--- src/rtl/cic_intp.sv ---
// CIC interpolator: comb section at the input rate, zero-stuffing by rate, pipelined integrators, saturating output.
// Latency: first cke_out appears stages+3 cycles after the cke that carried the sample.
// Backpressure: none; a cke arriving mid-burst restarts the burst and sets the sticky overrun flag.
module cic_intp #(
    parameter int rate      = 5,
    parameter int stages    = 3,
    parameter int out_shift = 5
) (
    input  logic        clk,
    input  logic        rst,
    input  logic        cke,
    input  logic [15:0] din,
    output logic [15:0] dout,
    output logic        cke_out,
    output logic        overrun
);

    // Bit growth of the full structure is stages*ceil(log2(rate)) above the 16-bit input.
    localparam int LOG2R = $clog2(rate);
    localparam int W     = 16 + stages * LOG2R;
    localparam int PW    = LOG2R;

    localparam logic [PW-1:0]       PH_LAST = PW'(rate - 1);
    localparam logic signed [W-1:0] SAT_MAX = {{(W-15){1'b0}}, {15{1'b1}}};
    localparam logic signed [W-1:0] SAT_MIN = {{(W-15){1'b1}}, {15{1'b0}}};

    // Comb section state
    logic signed [W-1:0] dly_q  [stages];
    logic signed [W-1:0] dly_d  [stages];
    logic signed [W-1:0] comb_q;
    logic signed [W-1:0] comb_d;

    // Burst control
    logic [PW-1:0] phase_q;
    logic [PW-1:0] phase_d;
    logic          busy_q;
    logic          busy_d;
    logic          overrun_q;
    logic          overrun_d;

    // Integrator pipeline; ivld_q[k] marks that integ_q[k] took a step last cycle
    logic signed [W-1:0] integ_q [stages];
    logic signed [W-1:0] integ_d [stages];
    logic [stages-1:0]   ivld_q;
    logic [stages-1:0]   ivld_d;
    logic signed [W-1:0] stuffed;

    // Output stages: saturate first, then present value and strobe together
    logic signed [W-1:0] shifted;
    logic [15:0]         sat_q;
    logic [15:0]         sat_d;
    logic                svld_q;
    logic                svld_d;
    logic [15:0]         dout_q;
    logic [15:0]         dout_d;
    logic                cke_out_q;
    logic                cke_out_d;

    // Comb chain: each stage subtracts its delayed input; everything advances only on cke
    always_comb begin : comb_sec
        logic signed [W-1:0] acc;
        acc = {{(W-16){din[15]}}, din};
        for (int k = 0; k < stages; k++) begin
            dly_d[k] = cke ? acc : dly_q[k];
            acc      = acc - dly_q[k];
        end
        comb_d = cke ? acc : comb_q;
    end

    // Phase counter and sticky overrun: cke always restarts at phase 0, late phase drop is flagged
    always_comb begin
        phase_d   = phase_q;
        busy_d    = busy_q;
        overrun_d = overrun_q;
        if (cke) begin
            phase_d = '0;
            busy_d  = 1'b1;
            if (busy_q && (phase_q != PH_LAST)) begin
                overrun_d = 1'b1;
            end
        end else if (busy_q) begin
            if (phase_q == PH_LAST) begin
                phase_d = '0;
                busy_d  = 1'b0;
            end else begin
                phase_d = phase_q + PW'(1);
            end
        end
    end

    // Zero-stuffed integrator input: the comb result only at phase 0 of a burst
    always_comb begin
        stuffed = '0;
        if (busy_q && (phase_q == '0)) begin
            stuffed = comb_q;
        end
    end

    // Integrators: stage k steps one cycle after stage k-1, using its registered value; wrap is intended
    always_comb begin
        integ_d[0] = busy_q ? (integ_q[0] + stuffed) : integ_q[0];
        ivld_d[0]  = busy_q;
        for (int k = 1; k < stages; k++) begin
            integ_d[k] = ivld_q[k-1] ? (integ_q[k] + integ_q[k-1]) : integ_q[k];
            ivld_d[k]  = ivld_q[k-1];
        end
    end

    // Scale and clamp the last integrator into 16 bits, then publish value and strobe in the same cycle
    always_comb begin
        shifted   = integ_q[stages-1] >>> out_shift;
        sat_d     = sat_q;
        svld_d    = ivld_q[stages-1];
        dout_d    = dout_q;
        cke_out_d = svld_q;
        if (ivld_q[stages-1]) begin
            if (shifted > SAT_MAX) begin
                sat_d = 16'h7fff;
            end else if (shifted < SAT_MIN) begin
                sat_d = 16'h8000;
            end else begin
                sat_d = shifted[15:0];
            end
        end
        if (svld_q) begin
            dout_d = sat_q;
        end
    end

    // State registers, all cleared asynchronously so a reset aborts any burst in flight
    always_ff @(posedge clk or posedge rst) begin
        if (rst) begin
            for (int k = 0; k < stages; k++) begin
                dly_q[k]   <= '0;
                integ_q[k] <= '0;
            end
            comb_q    <= '0;
            phase_q   <= '0;
            busy_q    <= 1'b0;
            overrun_q <= 1'b0;
            ivld_q    <= '0;
            sat_q     <= '0;
            svld_q    <= 1'b0;
            dout_q    <= '0;
            cke_out_q <= 1'b0;
        end else begin
            for (int k = 0; k < stages; k++) begin
                dly_q[k]   <= dly_d[k];
                integ_q[k] <= integ_d[k];
            end
            comb_q    <= comb_d;
            phase_q   <= phase_d;
            busy_q    <= busy_d;
            overrun_q <= overrun_d;
            ivld_q    <= ivld_d;
            sat_q     <= sat_d;
            svld_q    <= svld_d;
            dout_q    <= dout_d;
            cke_out_q <= cke_out_d;
        end
    end

    assign dout    = dout_q;
    assign cke_out = cke_out_q;
    assign overrun = overrun_q;

endmodule

--- config.mk ---
export PLATFORM = sky130hd
export DESIGN_NAME = cic_intp
export DESIGN_NICKNAME = d
export VERILOG_FILES = /design/src/rtl/cic_intp.sv
export SDC_FILE = /design/constraint.sdc
export NUM_CORES = 1
export LEC_CHECK = 0
export CAP_MARGIN = 20
export CORE_ASPECT_RATIO = 1.2
export CORE_MARGIN = 5
export CORE_UTILIZATION = 54
export DETAILED_ROUTE_END_ITERATION = 8
export PLACE_DENSITY = 0.71
export SETUP_SLACK_MARGIN = 0.05
export SKIP_LAST_GASP = 1
export SYNTH_ARGS = -nofsm -noshare
export SYNTH_HDL_FRONTEND = slang
export SYNTH_SLANG_ARGS = --single-unit
--- constraint.sdc ---
create_clock -name clk -period 8.6 [get_ports clk]
set_input_delay 1.72 -clock clk [delete_from_list [all_inputs] [get_ports clk]]
set_output_delay 1.72 -clock clk [all_outputs]
set_load 0.05 [all_outputs]
==> results.json, run 1 <==
{
  "setup_viol": 0,
  "max_slew_margin_pct": 36.83,
  "fmax_ghz": 0.1433,
  "overflow": 0,
  "synth_seq_area_share_pct": 36.87,
  "cp_slowest_cell": "a2111oi_2",
  "final.setup_skew_ns": 0.01443,
  "critPathMaxStageDelay_ns": 0.50,
  "first_global_vias": 9694,
  "htree_levels": 4,
  "grt_max_degree": 115,
  "avgSynthCellArea_um2": 9.337,
  "r2r.worst_path.cells": 23,
  "crit_fanout": 5,
  "cp-end-kind": "flop",
  "syn_area_mm2": 0.01310,
  "port-buffer-count": 36,
  "routed_wl_mm": 23.57,
  "initial_utilization_pct": 54.83,
  "yosysTopAreaCellShare_pct": 36.87,
  "cts_hold_buf": 0,
  "root_buffer": "clkbuf_16",
  "worst_pin_slew_ns": 0.9440,
  "dieHeight_um": 180.6,
  "final-hold-violation-count": 0,
  "fin_tns_setup_ns": 0,
  "hold_path_depth": 1,
  "drtIter0Drc": 435,
  "antenna_found_initial": 0,
  "vias_per_cell": 5.520,
  "synth-seq-cells": 193,
  "cap_violations": 0,
  "die_x_um": 152.2,
  "antenna_left": 0,
  "grt_use_total_pct": 17.61,
  "nNetsFinal": 1576,
  "ys_warn_count": 0,
  "dieArea_mm2": 0.02749,
  "drc": 0,
  "cts_tree": "done",
  "async_flop_share_pct": 100.0,
  "slew_violations": 0,
  "cts_setup_buffers": 0,
  "cts.sinks": 193,
  "synthCells": 1403,
  "numCtsBuffers": 17,
  "layout_common_cells": "dfrtp_1, ha_1, inv_1, nand2_1, nor2_1",
  "crit_end": "comb_q[16]$_DFFE_PP0P_",
  "post-route-util_pct": 60.09,
  "synth_edf_count": 0,
  "synth.distinct_cells": 65,
  "wl_per_cell_um": 13.40,
  "status": "completed",
  "rsz0062_at_grt": "no",
  "path_class": "primary input to flop",
  "rr_startpoint": "dly_q[50]$_DFFE_PP0P_",
  "min_period_ns": 6.977,
  "min_period_over_period_pct": 81.12,
  "area_growth_syn_to_layout_pct": 9.599,
  "rows": 62,
  "diodes": 0,
  "cts.repair.resized": 0,
  "final_common_cell": "dfrtp_1",
  "hp-class": "flop to flop",
  "drive_gt1_share_pct": 10.08,
  "cp-start-kind": "primary input",
  "design.portCount": 37,
  "vias": 9709,
  "gp_congestion": 0.9288,
  "synth_largest_area_cell": "dfrtp_1",
  "dpl.hpwl_mm": 17.59,
  "syn_nets": 1553,
  "synth_flop_cell": "dfrtp_1",
  "crit_start": "din[0]",
  "grt_pass1_wl_mm": 42.02,
  "r2r_setup_slack_ns": 3.04,
  "core_mm2": 0.02389,
  "drt_first_pass_iters": 4,
  "clock_latency_ns": 0.43,
  "worst_r2r_endpoint": "comb_q[16]$_DFFE_PP0P_",
  "path_clk_slew_ns": 0.08,
  "clock_path_buffers": 2,
  "crit_required_ns": 8.91,
  "arrival_ns": 7.29,
  "synth_area_leaders": "dfrtp_1, ha_1, mux2_2, xnor2_1, o21ai_0"
}
flip-flops by register name, summed over array words and instances, names as in the netlist:
name       count
cke_out_d      1
cke_out        1
busy_q         1
integ_q       75
sat_q         16
comb_q        25
phase_q        3
dout          16
overrun        1
dly_q         51
ivld_q         3
how the worst min path moves through the flow:
stage	to	slack (ns)	start
global route	overrun$_DFFE_PP0P_	0.50	overrun$_DFFE_PP0P_
detailed placement	overrun$_DFFE_PP0P_	0.45	overrun$_DFFE_PP0P_
finish	overrun$_DFFE_PP0P_	0.47	overrun$_DFFE_PP0P_
global placement	overrun$_DFFE_PP0P_	0.44	overrun$_DFFE_PP0P_
CTS	overrun$_DFFE_PP0P_	0.47	overrun$_DFFE_PP0P_
floorplan	cke_out$_DFF_PP0_	0.35	cke_out_d$_DFF_PP0_
through the flow:
step                area (µm²)  hold WS [ns]  cells  setup WS (ns)
floorplan                13100        0.3519   1403          1.624
global placement         13760        0.4400   1726          1.354
detailed placement       13760        0.4482   1726          1.245
CTS                      14330        0.4669   1758          1.669
global route             14360        0.4950   1759          1.158
finish                   14360        0.4654   1759          1.624
area by class of cell:
cell class,instances,area (µm²)
sequential,193,4830
clock buffer,20,456.7
inverter,120,457.9
multi-input combinational,1052,7677
tap,320,400.4
clock inverter,12,112.6
timing repair buffer,42,422.9
fill,2074,9535
cell usage after synthesis (4+ instances only):
cell	n
dfrtp_1	193
ha_1	125
inv_1	119
nand2_1	115
nor2_1	98
o21ai_0	92
mux2_2	91
a21oi_1	79
xnor2_1	68
a21o_1	46
clkbuf_1	36
and2_1	29
o21a_1	24
xor2_1	24
nor3_1	21
nand2b_1	19
nand3_1	19
o22ai_1	18
o21bai_1	16
nor2b_1	13
a31oi_1	12
a211oi_1	11
and3_1	11
mux2i_1	9
a21boi_0	7
o211ai_1	7
o21ai_1	7
o31ai_1	7
fa_1	6
o31a_1	6
or2_2	6
nand4_1	5
nor3b_1	4
nor4_1	4
critical path, delay by kind of cell:
kind | cells | cell delay (ns)
compound gates | 11 | 2.48
fa+ha+maj | 4 | 1.27
buf+inv | 2 | 0.51
simple gates | 4 | 0.51
xor+xnor | 3 | 0.50
mux | 1 | 0.27
layer usage:
metal / up-vias / part of all wire (%) / global-route usage, % / wire length [µm]
li1: 4996 / - / - / -
met1: 4557 / 43 / 19.45 / 10230
met4: 0 / 2.5 / 6.151 / 584
met5: - / 0 / 0 / 0
met2: 109 / 52 / 33.99 / 12290
met3: 47 / 2.0 / 2.666 / 477
cells by family (layout without fill, tap and decap cells):
logic type | Yosys count | after routing | share of synthesized area [%]
AOI/OAI and AO/OA | 373 | 373 | 18.33
xor gates and xnor gates | 92 | 92 | 6.151
adders and majority gates | 131 | 131 | 12.86
buffers and inverters | 158 | 194 | 4.527
DFF | 193 | 193 | 36.87
muxes | 100 | 100 | 8.510
and+or+nand+nor | 356 | 356 | 12.76
Power of run 1 is left out: the tool's default activity adds up to more than one toggle a clock period on the data nets, which glitch-free logic cannot reach.
==> run 2: changes to the inputs <==
- clock period: 8.6 -> 7.3 ns (I/O delays scaled with it)
==> run 2 against run 1 <==
- critical path depth stayed put
- largest cell class unchanged
- cell count about the same
- routed wire length increased by 1.1%
- global-route usage is 0.16 points higher
- register-to-register slack worse by 1.2 ns
- clock-buffer cell count shrank 2
- sequential share of layout area rose by 0.073 points
- hold slack barely moved
- first-iteration DRC count shrank 13%
==> results.json, run 2 (same netlist as run 1, synthesis figures left out) <==
{
  "status": "completed",
  "worst_pin_slew_ns": 0.9491,
  "fmax_ghz": 0.1505,
  "cap_violations": 0,
  "drc": 0,
  "final.setup_skew_ns": 0.01046,
  "fin_tns_setup_ns": 0,
  "hp-class": "flop to flop",
  "min_period_over_period_pct": 91.00,
  "grt_pass1_wl_mm": 42.26,
  "layout_common_cells": "dfrtp_1, ha_1, inv_1, nand2_1, nor2_1",
  "cts.sinks": 193,
  "rr_startpoint": "dly_q[50]$_DFFE_PP0P_",
  "clock_latency_ns": 0.44,
  "grt_max_degree": 139,
  "cp-start-kind": "primary input",
  "worstHoldEndpoint": "overrun$_DFFE_PP0P_",
  "clock_path_buffers": 2,
  "cts_setup_buffers": 0,
  "crit_required_ns": 7.63,
  "slew_violations": 0,
  "cts.repair.resized": 0,
  "max_slew_margin_pct": 36.73,
  "cts_tree": "done",
  "drtIter0Drc": 377,
  "r2r_setup_slack_ns": 1.82,
  "area_growth_syn_to_layout_pct": 9.360,
  "arrival_ns": 6.97,
  "gp_congestion": 0.9259,
  "root_buffer": "clkbuf_16",
  "initial_utilization_pct": 54.83,
  "path_clk_slew_ns": 0.08,
  "dpl.hpwl_mm": 17.69,
  "hold_path_depth": 1,
  "setup_viol": 0,
  "final_common_cell": "dfrtp_1",
  "crit_fanout": 5,
  "path_buf_inv": 2,
  "wl_per_cell_um": 13.56,
  "cts_hold_buf": 0,
  "design.portCount": 37,
  "routed_wl_mm": 23.83,
  "vias": 9690,
  "final-hold-violation-count": 0,
  "first_global_vias": 9649,
  "path_delay_family": "compound AO/OA/AOI/OAI gates",
  "cp_slowest_cell": "a2111oi_2",
  "numCtsBuffers": 17,
  "rows": 62,
  "worst_r2r_endpoint": "comb_q[16]$_DFFE_PP0P_",
  "overflow": 0,
  "antenna_found_initial": 0,
  "top_register": "integ_q",
  "largest_register_ffs": 75,
  "nNetsFinal": 1575,
  "antenna_left": 0,
  "vias_per_cell": 5.512,
  "port-buffer-count": 36,
  "grt_use_total_pct": 17.77,
  "cp-end-kind": "flop",
  "drive_gt1_share_pct": 10.08,
  "diodes": 0,
  "hold_start": "overrun$_DFFE_PP0P_",
  "drt_first_pass_iters": 4,
  "r2r.worst_path.cells": 23,
  "dieArea_mm2": 0.02749,
  "num-fill-cells": 2090,
  "rsz0062_at_grt": "no",
  "dieHeight_um": 180.6,
  "top_regs": "integ_q (75), dly_q (51), comb_q (25)",
  "htree_levels": 4,
  "die_x_um": 152.2,
  "path_class": "primary input to flop",
  "core_mm2": 0.02389,
  "min_period_ns": 6.643,
  "critPathMaxStageDelay_ns": 0.50
}
-- run 2: cell types whose count changed in the layout (fill, tap and decap cells not counted) --
cell | before | now
clkinv_2 | 0 | 2
clkinv_8 | 0 | 1
inv_6 | 5 | 3
clkbuf_8 | 2 | 1
clkinv_4 | 4 | 2
buf_16 | 1 | 0
clkbuf_1 | 1 | 0
clkinvlp_4 | 0 | 3
-- run 2: how the worst max path moves through the flow --
stage | slack [ns] | depth (start not counted) | to | startpoint
6_report | 0.66 | 25 | comb_q[16]$_DFFE_PP0P_ | din[0]
5_1_grt | 0.21 | 25 | comb_q[16]$_DFFE_PP0P_ | din[0]
4_1_cts | 0.67 | 25 | comb_q[16]$_DFFE_PP0P_ | din[0]
3_5_place_dp | 0.22 | 25 | comb_q[16]$_DFFE_PP0P_ | din[0]
3_3_place_gp | 0.32 | 25 | comb_q[16]$_DFFE_PP0P_ | din[0]
2_1_floorplan | 0.58 | 1 | busy_q$_DFF_PP0_ | rst
-- run 2: layout make-up --
type / count / area, µm² / area share (%)
Clock buffer: 18 / 439.2 / 3.066
Clock inverter: 14 / 126.4 / 0.8821
Inverter: 120 / 457.9 / 3.197
Multi-Input combinational cell: 1052 / 7677 / 53.59
Sequential cell: 193 / 4830 / 33.71
Tap cell: 320 / 400.4 / 2.795
Timing Repair Buffer: 41 / 395.4 / 2.760
-- run 2: stage by stage --
stage	worst slack [ns]	hold slack (ns)	util [%]	instance area, µm²	instances
finish	0.6573	0.4656	59.96	14330	1758
global route	0.2078	0.4947	59.96	14330	1758
CTS	0.6704	0.4663	59.96	14330	1758
detailed placement	0.2170	0.4482	57.59	13760	1726
global placement	0.3151	0.4401	57.59	13760	1726
floorplan	0.5845	0.3519	-	13100	1403
-- run 2: worst reg2reg max path: cells and delay by family, from the launching register on --
family          cells  cell delay [ns]
compound gates     11             2.46
xor+xnor            3             0.50
fa+ha+maj           4             1.26
flops               1             0.39
mux                 1             0.26
simple gates        4             0.52
-- run 2: routing by layer --
metal,track usage (%),vias up,routed length (µm)
met5,0,-,0
met4,6.115,0,507
met3,2.810,40,550
met2,33.67,125,12440
met1,20.14,4528,10330
li1,-,4997,-
Power of run 2 is left out for the same reason.
==> run 3: changes to the inputs <==
- ABC_CLOCK_PERIOD_IN_PS: default -> 7300
==> results of run 3 <==
No change in the layout: final DEF, timing and power equal those of run 2.
Power of run 3 is left out for the same reason.
